[config.mk]
export PLATFORM = sky130hd
export DESIGN_NAME = wb_stage_pipe_flat
export DESIGN_NICKNAME = d
export VERILOG_FILES = /design/src/rtl/cpu_pipe_pkg.sv /design/src/rtl/wb_stage_pipe_if.sv /design/src/rtl/wb_stage_pipe_skid_buf2.sv /design/src/rtl/wb_stage_pipe.sv /design/src/flat_wrapper.sv
export SDC_FILE = /design/constraint.sdc
export NUM_CORES = 1
export LEC_CHECK = 0
export ABC_AREA = 1
export CORE_ASPECT_RATIO = 1.1
export CORE_MARGIN = 2
export CORE_UTILIZATION = 55
export DETAILED_ROUTE_END_ITERATION = 6
export GPL_ROUTABILITY_DRIVEN = 0
export GPL_TIMING_DRIVEN = 1
export PLACE_DENSITY = 0.85
export SLEW_MARGIN = 10
export SYNTH_ARGS = -nofsm -noshare
export SYNTH_HDL_FRONTEND = slang
export SYNTH_SLANG_ARGS = --single-unit
[constraint.sdc]
create_clock -name clk -period 3.9 [get_ports clk]
set_input_delay 0.585 -clock clk [delete_from_list [all_inputs] [get_ports clk]]
set_output_delay 0.585 -clock clk [all_outputs]
set_load 0.02 [all_outputs]
[src/rtl/cpu_pipe_pkg.sv]
// rtl/cpu_pipe_pkg.sv - shared pipeline types, occupancy encodings and default widths
package cpu_pipe_pkg;

  localparam int DATA_W_DEF = 16;
  localparam int ADDR_W_DEF = 4;

  localparam logic [1:0] OCC_EMPTY = 2'd0;
  localparam logic [1:0] OCC_ONE   = 2'd1;
  localparam logic [1:0] OCC_TWO   = 2'd2;

  typedef struct packed {
    logic                  MemToReg;
    logic                  RegWrite;
    logic                  MemWrite;
    logic [ADDR_W_DEF-1:0] destAdd;
    logic [DATA_W_DEF-1:0] MemReadData;
    logic [DATA_W_DEF-1:0] alu_result;
  } wb_payload_t;

endpackage

[src/rtl/wb_stage_pipe_if.sv]
// rtl/wb_stage_pipe_if.sv - M-to-W handshake bundle; wb_dataW present only with WB_RESULT_MUX_EN
interface wb_stage_pipe_if #(
  parameter int DATA_W = cpu_pipe_pkg::DATA_W_DEF,
  parameter int ADDR_W = cpu_pipe_pkg::ADDR_W_DEF
);
  logic              in_valid;
  logic              in_ready;
  logic              MemToRegM;
  logic              RegWriteM;
  logic              MemWriteM;
  logic [ADDR_W-1:0] destAddM;
  logic [DATA_W-1:0] MemReadDataM;
  logic [DATA_W-1:0] alu_resultM;
  logic              out_valid;
  logic              out_ready;
  logic              MemToRegW;
  logic              RegWriteW;
  logic              MemWriteW;
  logic [ADDR_W-1:0] destAddW;
  logic [DATA_W-1:0] MemReadDataW;
  logic [DATA_W-1:0] alu_resultW;
  logic [1:0]        occupancy;
`ifdef WB_RESULT_MUX_EN
  logic [DATA_W-1:0] wb_dataW;
`endif

  modport master (
    output in_valid, MemToRegM, RegWriteM, MemWriteM, destAddM, MemReadDataM, alu_resultM, out_ready,
    input  in_ready, out_valid, MemToRegW, RegWriteW, MemWriteW, destAddW, MemReadDataW, alu_resultW,
`ifdef WB_RESULT_MUX_EN
    input  wb_dataW,
`endif
    input  occupancy
  );

  modport slave (
    input  in_valid, MemToRegM, RegWriteM, MemWriteM, destAddM, MemReadDataM, alu_resultM, out_ready,
    output in_ready, out_valid, MemToRegW, RegWriteW, MemWriteW, destAddW, MemReadDataW, alu_resultW,
`ifdef WB_RESULT_MUX_EN
    output wb_dataW,
`endif
    output occupancy
  );

endinterface

[src/rtl/wb_stage_pipe_skid_buf2.sv]
// rtl/wb_stage_pipe_skid_buf2.sv - generic 2-entry valid/ready skid buffer; all outputs come from flops
module skid_buf2 #(
  parameter int W = 8
) (
  input  logic         clk,
  input  logic         reset,
  input  logic         flush,
  input  logic         in_valid,
  output logic         in_ready,
  input  logic [W-1:0] in_data,
  output logic         out_valid,
  input  logic         out_ready,
  output logic [W-1:0] out_data,
  output logic [1:0]   occupancy
);
  import cpu_pipe_pkg::*;

  typedef enum logic [1:0] {EMPTY, ONE, TWO} state_t;

  state_t       state;
  logic [W-1:0] skidData;
  logic         inFire;
  logic         outFire;

  assign inFire  = in_valid & in_ready;
  assign outFire = out_valid & out_ready;

  always_ff @(posedge clk) begin
    if (reset) begin
      state     <= EMPTY;
      in_ready  <= 1'b1;
      out_valid <= 1'b0;
      occupancy <= OCC_EMPTY;
      out_data  <= '0;
      skidData  <= '0;
    end else if (flush) begin
      // data registers keep their contents; only the valid state is dropped
      state     <= EMPTY;
      in_ready  <= 1'b1;
      out_valid <= 1'b0;
      occupancy <= OCC_EMPTY;
    end else begin
      case (state)
        EMPTY: begin
          if (inFire) begin
            out_data  <= in_data;
            out_valid <= 1'b1;
            occupancy <= OCC_ONE;
            state     <= ONE;
          end
        end
        ONE: begin
          if (inFire && outFire) begin
            out_data <= in_data;
          end else if (outFire) begin
            out_valid <= 1'b0;
            occupancy <= OCC_EMPTY;
            state     <= EMPTY;
          end else if (inFire) begin
            skidData  <= in_data;
            in_ready  <= 1'b0;
            occupancy <= OCC_TWO;
            state     <= TWO;
          end
        end
        TWO: begin
          if (outFire) begin
            out_data  <= skidData;
            in_ready  <= 1'b1;
            occupancy <= OCC_ONE;
            state     <= ONE;
          end
        end
        default: begin
          state     <= EMPTY;
          in_ready  <= 1'b1;
          out_valid <= 1'b0;
          occupancy <= OCC_EMPTY;
        end
      endcase
    end
  end

endmodule

[src/rtl/wb_stage_pipe.sv]
// rtl/wb_stage_pipe.sv - elastic MEM/WB register with flush and write gating
// WB_RESULT_MUX_EN adds a pre-selected registered writeback value wb_dataW.
module wb_stage_pipe #(
  parameter int DATA_W = cpu_pipe_pkg::DATA_W_DEF,
  parameter int ADDR_W = cpu_pipe_pkg::ADDR_W_DEF
) (
  input logic            clk,
  input logic            reset,
  input logic            flush,
  wb_stage_pipe_if.slave bus
);
  import cpu_pipe_pkg::*;

  typedef struct packed {
    logic              MemToReg;
    logic              RegWrite;
    logic              MemWrite;
    logic [ADDR_W-1:0] destAdd;
    logic [DATA_W-1:0] MemReadData;
    logic [DATA_W-1:0] alu_result;
`ifdef WB_RESULT_MUX_EN
    logic [DATA_W-1:0] wbData;
`endif
  } payload_t;

  localparam int PW = $bits(payload_t);

  payload_t        inPay;
  payload_t        outPay;
  logic [PW-1:0]   outVec;
  logic            outValid;

  always_comb begin
    inPay             = '0;
    inPay.MemToReg    = bus.MemToRegM;
    inPay.RegWrite    = bus.RegWriteM;
    inPay.MemWrite    = bus.MemWriteM;
    inPay.destAdd     = bus.destAddM;
    inPay.MemReadData = bus.MemReadDataM;
    inPay.alu_result  = bus.alu_resultM;
`ifdef WB_RESULT_MUX_EN
    // select at load time so the W side sees a plain register
    inPay.wbData      = bus.MemToRegM ? bus.MemReadDataM : bus.alu_resultM;
`endif
  end

  skid_buf2 #(.W(PW)) u_buf (
    .clk       (clk),
    .reset     (reset),
    .flush     (flush),
    .in_valid  (bus.in_valid),
    .in_ready  (bus.in_ready),
    .in_data   (inPay),
    .out_valid (outValid),
    .out_ready (bus.out_ready),
    .out_data  (outVec),
    .occupancy (bus.occupancy)
  );

  assign outPay           = payload_t'(outVec);
  assign bus.out_valid    = outValid;
  assign bus.MemToRegW    = outPay.MemToReg;
  // a stale entry left in the main register must never write state
  assign bus.RegWriteW    = outPay.RegWrite & outValid;
  assign bus.MemWriteW    = outPay.MemWrite & outValid;
  assign bus.destAddW     = outPay.destAdd;
  assign bus.MemReadDataW = outPay.MemReadData;
  assign bus.alu_resultW  = outPay.alu_result;
`ifdef WB_RESULT_MUX_EN
  assign bus.wb_dataW     = outPay.wbData;
`endif

endmodule

[src/flat_wrapper.sv]
// flat-port wrapper written by rule: the top's interface ports become plain ports
module wb_stage_pipe_flat import cpu_pipe_pkg::*;
#(
  parameter int DATA_W = cpu_pipe_pkg::DATA_W_DEF,
  parameter int ADDR_W = cpu_pipe_pkg::ADDR_W_DEF
)
  (clk, reset, flush, bus_in_valid, bus_MemToRegM, bus_RegWriteM, bus_MemWriteM, bus_destAddM, bus_MemReadDataM, bus_alu_resultM, bus_out_ready, bus_in_ready, bus_out_valid, bus_MemToRegW, bus_RegWriteW, bus_MemWriteW, bus_destAddW, bus_MemReadDataW, bus_alu_resultW, bus_occupancy);
  wb_stage_pipe_if #(.DATA_W(DATA_W), .ADDR_W(ADDR_W)) bus_i ();
  input logic clk;
  input logic reset;
  input logic flush;
  input wire logic [$bits(bus_i.in_valid)-1:0] bus_in_valid;
  input wire logic [$bits(bus_i.MemToRegM)-1:0] bus_MemToRegM;
  input wire logic [$bits(bus_i.RegWriteM)-1:0] bus_RegWriteM;
  input wire logic [$bits(bus_i.MemWriteM)-1:0] bus_MemWriteM;
  input wire logic [$bits(bus_i.destAddM)-1:0] bus_destAddM;
  input wire logic [$bits(bus_i.MemReadDataM)-1:0] bus_MemReadDataM;
  input wire logic [$bits(bus_i.alu_resultM)-1:0] bus_alu_resultM;
  input wire logic [$bits(bus_i.out_ready)-1:0] bus_out_ready;
  output wire logic [$bits(bus_i.in_ready)-1:0] bus_in_ready;
  output wire logic [$bits(bus_i.out_valid)-1:0] bus_out_valid;
  output wire logic [$bits(bus_i.MemToRegW)-1:0] bus_MemToRegW;
  output wire logic [$bits(bus_i.RegWriteW)-1:0] bus_RegWriteW;
  output wire logic [$bits(bus_i.MemWriteW)-1:0] bus_MemWriteW;
  output wire logic [$bits(bus_i.destAddW)-1:0] bus_destAddW;
  output wire logic [$bits(bus_i.MemReadDataW)-1:0] bus_MemReadDataW;
  output wire logic [$bits(bus_i.alu_resultW)-1:0] bus_alu_resultW;
  output wire logic [$bits(bus_i.occupancy)-1:0] bus_occupancy;
  assign bus_i.in_valid = bus_in_valid;
  assign bus_i.MemToRegM = bus_MemToRegM;
  assign bus_i.RegWriteM = bus_RegWriteM;
  assign bus_i.MemWriteM = bus_MemWriteM;
  assign bus_i.destAddM = bus_destAddM;
  assign bus_i.MemReadDataM = bus_MemReadDataM;
  assign bus_i.alu_resultM = bus_alu_resultM;
  assign bus_i.out_ready = bus_out_ready;
  assign bus_in_ready = bus_i.in_ready;
  assign bus_out_valid = bus_i.out_valid;
  assign bus_MemToRegW = bus_i.MemToRegW;
  assign bus_RegWriteW = bus_i.RegWriteW;
  assign bus_MemWriteW = bus_i.MemWriteW;
  assign bus_destAddW = bus_i.destAddW;
  assign bus_MemReadDataW = bus_i.MemReadDataW;
  assign bus_alu_resultW = bus_i.alu_resultW;
  assign bus_occupancy = bus_i.occupancy;
  wb_stage_pipe #(.DATA_W(DATA_W), .ADDR_W(ADDR_W)) u_core (.clk(clk), .reset(reset), .flush(flush), .bus(bus_i));
endmodule
==> results.cfg, run 1 <==
[global_route]
met2_usage_pct = 43.2
top_usage_layer = met2
grt_max_degree = 42
antenna_found_initial = 0
first_global_vias = 3660
grt_remaining_overflow = 0
track_usage_pct = 24.6
use_met3_pct = 4.04
grt_pass1_wl_um = 16100
grt.met1_usage_pct = 29.5

[clock_network]
clockBufferDepth = 2
cts_num_sinks = 82
numCtsBuffers = 9
ctsHoldBuffers = 0
cts_root_buf = clkbuf_8
cts_tree = done
ctsResizeCount = 0
htreeDepth = 3
clock_latency_ns = 0.35
clk_pin_slew_ns = 0.09
postCtsSetupRepairBufs = 0

[worst_hold_path]
min-delay-path-class = register to register
hp-start = u_core.u_buf.skidData[33]

[cells_and_area]
layout.cells.non_filler = 750
fillerInstances = 626
nNetsFinal = 704
drive_above_1_share_pct = 5.11
diodes = 0
area_delta_synth_final_pct = 18.6

[logic_synthesis]
synth_edf_count = 0
avgSynthCellArea_um2 = 6.43
yosys_warnings = 0
yosysMostFrequentCell = nand2_1
synth_ff_type = dfxtp_1
synth_top_area_cell = dfxtp_1
synth-seq-cells = 82
yosys.area.top_type_share_pct = 40.4
ys_seq_area_share_pct = 40.4
yosys-top-cells-area = dfxtp_1 40%, nand2_1 19%, nand3_1 10%, buf_4 7.8%, nor2_1 7.8%
synth_common_cells = 209 x nand2_1, 84 x nor2_1, 82 x dfxtp_1
syn_nets = 676
yosysUniqueCellTypes = 17
synth.cell_area_mm2 = 0.00406
synth-async-reset-ratio_pct = 0
post_synth_inst_count = 632

[pwr]
p_sw_share_pct = 29.4
p_int_mw = 1.26
switching_power_mw = 0.525
power_mw = 1.78
seqPwrFrac_pct = 50.6
irDropWorstVdd_v = 0.000200
leakage_nw = 2.14
combPwrFrac_pct = 19.1
p_per_area_mw_per_mm2 = 370
pwr-share-clk_pct = 30.3

[critical_path]
crit_start = bus_out_ready
arrival_ns = 2.52
cp-end-kind = register
reg2reg_slack_ns = 1.81
path_class = input port to register
start_kind = input port
path_max_fanout = 39
r2r-start = u_core.u_buf.state[0]
cp.required_ns = 4.14

[run]
maxCapViolCount = 0

[floorplan]
die_h_um = 94.1
io_pins = 87
die_x_um = 85.9
fp-row-count = 32
die_area_mm2 = 0.00809
coreArea_mm2 = 0.00709
start_util_pct = 57.3

[sta]
period_minus_slack_ns = 2.28
fin_skew_ns = 0.0133
grt_setup_unrepaired = no
tns_ns = 0
relSlewSlack_pct = 21.8
worst_slack_ns = 1.62
slew_violations = 0
max_freq_ghz = 0.438
final.period_utilization_pct = 58.6
hold_viol_final = 0
worst_pin_slew_ns = 1.17
setup_viol = 0

[route]
first_pass_iters = 5
via_count = 3893
drc_errors = 0
post_drt_wl_per_cell_um = 12.7
drtIter0Drc = 284
totalWireLength_um = 9540
vias_per_cell = 5.19
antenna_left = 0

[placed_design]
portBuffers = 86
placed_cells = 734
hpwlAfterDp_um = 5790
dpl_worst_slack_ns = 1.28

[outcome]
status = completed
area by class of cell:
class	instances	area, µm²	share of cell area, %
Multi-Input combinational cell	426	1810	37.6
Timing Repair Buffer	93	908	18.9
Clock buffer	9	124	2.57
Inverter	48	180	3.74
Tap cell	85	106	2.21
Clock inverter	7	46.3	0.961
Sequential cell	82	1640	34.1
state kept, by name, summed over array words and instances (netlist names):
register / cells
u_core.u_buf.in_ready: 1
u_core.u_buf.out_valid: 1
u_core.u_buf.skidData: 39
u_core.u_buf.out_data: 39
u_core.u_buf.state: 2
power groups by stage:
stage	sequential, mW	combinational, mW	clock [mW]
floorplan	0.917	0.235	0
global placement	0.920	0.332	0
detailed placement	0.921	0.340	0
CTS	0.902	0.341	0.545
global route	0.906	0.376	0.582
finish	0.902	0.340	0.540
kinds of logic after synthesis:
kind of cell / share of synthesized area [%]
compound gates: 6.01
buf+inv: 15.9
flops: 40.4
simple gates: 37.6
per-stage QoR:
step	hold WS (ns)	instance area, µm²	util, %
6_report	0.464	4820	68.0
5_1_grt	0.482	4820	68.0
4_1_cts	0.464	4810	67.9
3_5_place_dp	0.452	4640	65.5
3_3_place_gp	0.448	4640	65.5
2_1_floorplan	0.440	4060	-
critical path: stages:
cell,delay (ns)
clkdlybuf4s50_1,0.46
nand2_1,0.13
nand3_1,0.13
nand2_1,0.16
nor2_4,0.70
nand3_1,0.18
nand2_1,0.12
nor2_1,0.06
placed cells by master, fill, tap and decap left out:
master	n
buf_2	1
clkinvlp_4	3
a211o_1	1
clkinv_2	3
clkinv_4	1
nand3_1	81
nand2_1	208
inv_2	2
or2_2	1
o21ai_0	4
clkdlybuf4s50_1	85
dfxtp_1	82
a21oi_1	43
nor2_1	80
clkbuf_8	9
buf_4	7
nor3_1	1
nor2_2	1
nor2_4	5
inv_1	46
nand2_2	1
path summary, 6_finish.rpt:
path                                    end  depth (start not counted)
setup / recovery  u_core.u_buf.out_data[38]                          8
hold / removal    u_core.u_buf.skidData[33]                          2
setup reg to reg  u_core.u_buf.out_data[38]                          7
hold reg to reg   u_core.u_buf.skidData[33]                          2
layer usage:
| metal | up-vias | part of all wire [%] | routed length, µm |
|---|---|---|---|
| li1 | 1969 | - | - |
| met1 | 1728 | 42 | 4030 |
| met2 | 185 | 49 | 4680 |
| met3 | 11 | 7.4 | 704 |
| met4 | 0 | 1.3 | 125 |
| met5 | - | 0 | 0 |
No activity file was read; power rests on OpenSTA's default activity.
==> run 2, diff against run 1 <==
- CORE_UTILIZATION: 55 -> 46
- PLACE_DENSITY: 0.85 -> 0.76
- clock period: 3.9 -> 1.9 ns (I/O delays scaled with it)
==> run 2 against run 1 <==
  * Combinational power is 120% higher
  * Sequential power is 110% higher
  * Global-route usage is 3.5 points lower
  * First-iteration DRC count is 12% lower
  * Power is 120% higher
  * Via count is 0.46% lower
  * Die area is 19% higher
  * Worst setup slack worse by 1.5 ns
  * Wire length is 2.2% higher
  * Count of clock-buffer cells in the layout is 2 higher
  * Clock skew is 0.0031 ns lower
  * Critical endpoint is now bus_occupancy[0]
  * Largest cell class unchanged
==> results.cfg, run 2 (synthesis results as in run 1) <==
[outcome]
status = completed

[sta]
grt_setup_unrepaired = no
final.period_utilization_pct = 95.7
slew_violations = 0
max_freq_ghz = 0.550
setup_viol = 0
relSlewSlack_pct = 73.5
worst_pin_slew_ns = 0.396
tns_ns = 0
hold_viol_final = 0
period_minus_slack_ns = 1.82
fin_skew_ns = 0.0102

[critical_path]
crit_family = buffers and inverters
r2r-start = u_core.u_buf.out_valid
slowest_stage = clkdlybuf4s50_1
crit_start = u_core.u_buf.state[0]
path_class = register to primary output
cp_slowest_stage_delay_ns = 0.68
path_max_fanout = 7
path_cells = clkdlybuf4s50_1
crit_buf_inv = 1
cp-end-kind = primary output
cp.required_ns = 1.62
start_kind = register
arrival_ns = 1.53

[route]
drc_errors = 0
first_pass_iters = 5
drtIter0Drc = 249
antenna_left = 0
vias_per_cell = 4.94
via_count = 3875
totalWireLength_um = 9750
post_drt_wl_per_cell_um = 12.4

[run]
maxCapViolCount = 0

[floorplan]
die_h_um = 103
fp-row-count = 35
start_util_pct = 47.8
die_x_um = 93.6
die_area_mm2 = 0.00960
io_pins = 87
coreArea_mm2 = 0.00850

[pwr]
leakage_nw = 2.24
pwr-share-clk_pct = 34.6
p_int_mw = 2.88
switching_power_mw = 1.07
p_sw_share_pct = 27.1
combPwrFrac_pct = 18.6
p_per_area_mw_per_mm2 = 783
irDropWorstVdd_v = 0.000490
power_mw = 3.95
seqPwrFrac_pct = 46.8

[clock_network]
numCtsBuffers = 9
cts_num_sinks = 82
cts_root_buf = clkbuf_8
ctsResizeCount = 0
ctsHoldBuffers = 0
postCtsSetupRepairBufs = 0
clock_latency_ns = 0.35
htreeDepth = 3
clockBufferDepth = 2
clk_pin_slew_ns = 0.08
cts_tree = done

[cells_and_area]
mostFrequentLayoutCells = 209 x nand2_1, 85 x clkdlybuf4s50_1, 82 x dfxtp_1
top_regs = u_core.u_buf.out_data (39), u_core.u_buf.skidData (39), u_core.u_buf.state (2)
drive_above_1_share_pct = 5.93
nNetsFinal = 713
final_common_cell = nand2_1
diodes = 0
layout.cells.non_filler = 785
area_delta_synth_final_pct = 24.2

[placed_design]
placed_cells = 769
portBuffers = 86
hpwlAfterDp_um = 6560

[worst_hold_path]
min-delay-path-class = input port to register
hp-start = reset

[global_route]
antenna_found_initial = 0
grt_remaining_overflow = 0
first_global_vias = 3587
grt_max_degree = 40
track_usage_pct = 21.1
grt_pass1_wl_um = 16200
run 2: stage by stage:
step                      instance area (µm²)  utilization (%)  hold WS, ns  setup WS (ns)
after detailed placement                 4830             56.9        0.452         0.0467
after CTS                                5040             59.4        0.283         0.0702
final                                    5040             59.4        0.298         0.0814
after global placement                   4830             56.9        0.448          0.104
after floorplan                          4060                -        0.440          0.325
after global routing                     5040             59.4        0.302         0.0270
run 2: worst paths after layout:
path                                             endpoint  slack, ns  depth (start not counted)
worst max-delay path                     bus_occupancy[0]       0.08                          1
worst min-delay path             u_core.u_buf.skidData[4]       0.30                          2
worst max register to register  u_core.u_buf.out_data[29]       0.34                          8
worst min register to register  u_core.u_buf.skidData[30]       0.47                          2
run 2: power by group through the flow:
stage / clock (mW) / sequential (mW) / combinational [mW]
after floorplan: 0 / 1.88 / 0.481
after global placement: 0 / 1.89 / 0.722
after detailed placement: 0 / 1.89 / 0.735
after CTS: 1.39 / 1.85 / 0.738
after global routing: 1.47 / 1.86 / 0.806
final: 1.37 / 1.85 / 0.735
run 2: layout make-up:
type | instances | area [µm²]
Fill cell | 799 | 3450
Sequential cell | 82 | 1640
Tap cell | 111 | 139
Multi-Input combinational cell | 426 | 1810
Clock inverter | 5 | 78.8
Clock buffer | 11 | 131
Timing Repair Buffer | 102 | 1060
Inverter | 48 | 180
run 2: routing by layer:
layer	routed length (µm)	track usage [%]	share of wire, %
met1	4490	27.7	46
met2	4520	34.9	46
met3	602	4.24	6.2
met4	133	7.47	1.4
met5	0	0	0
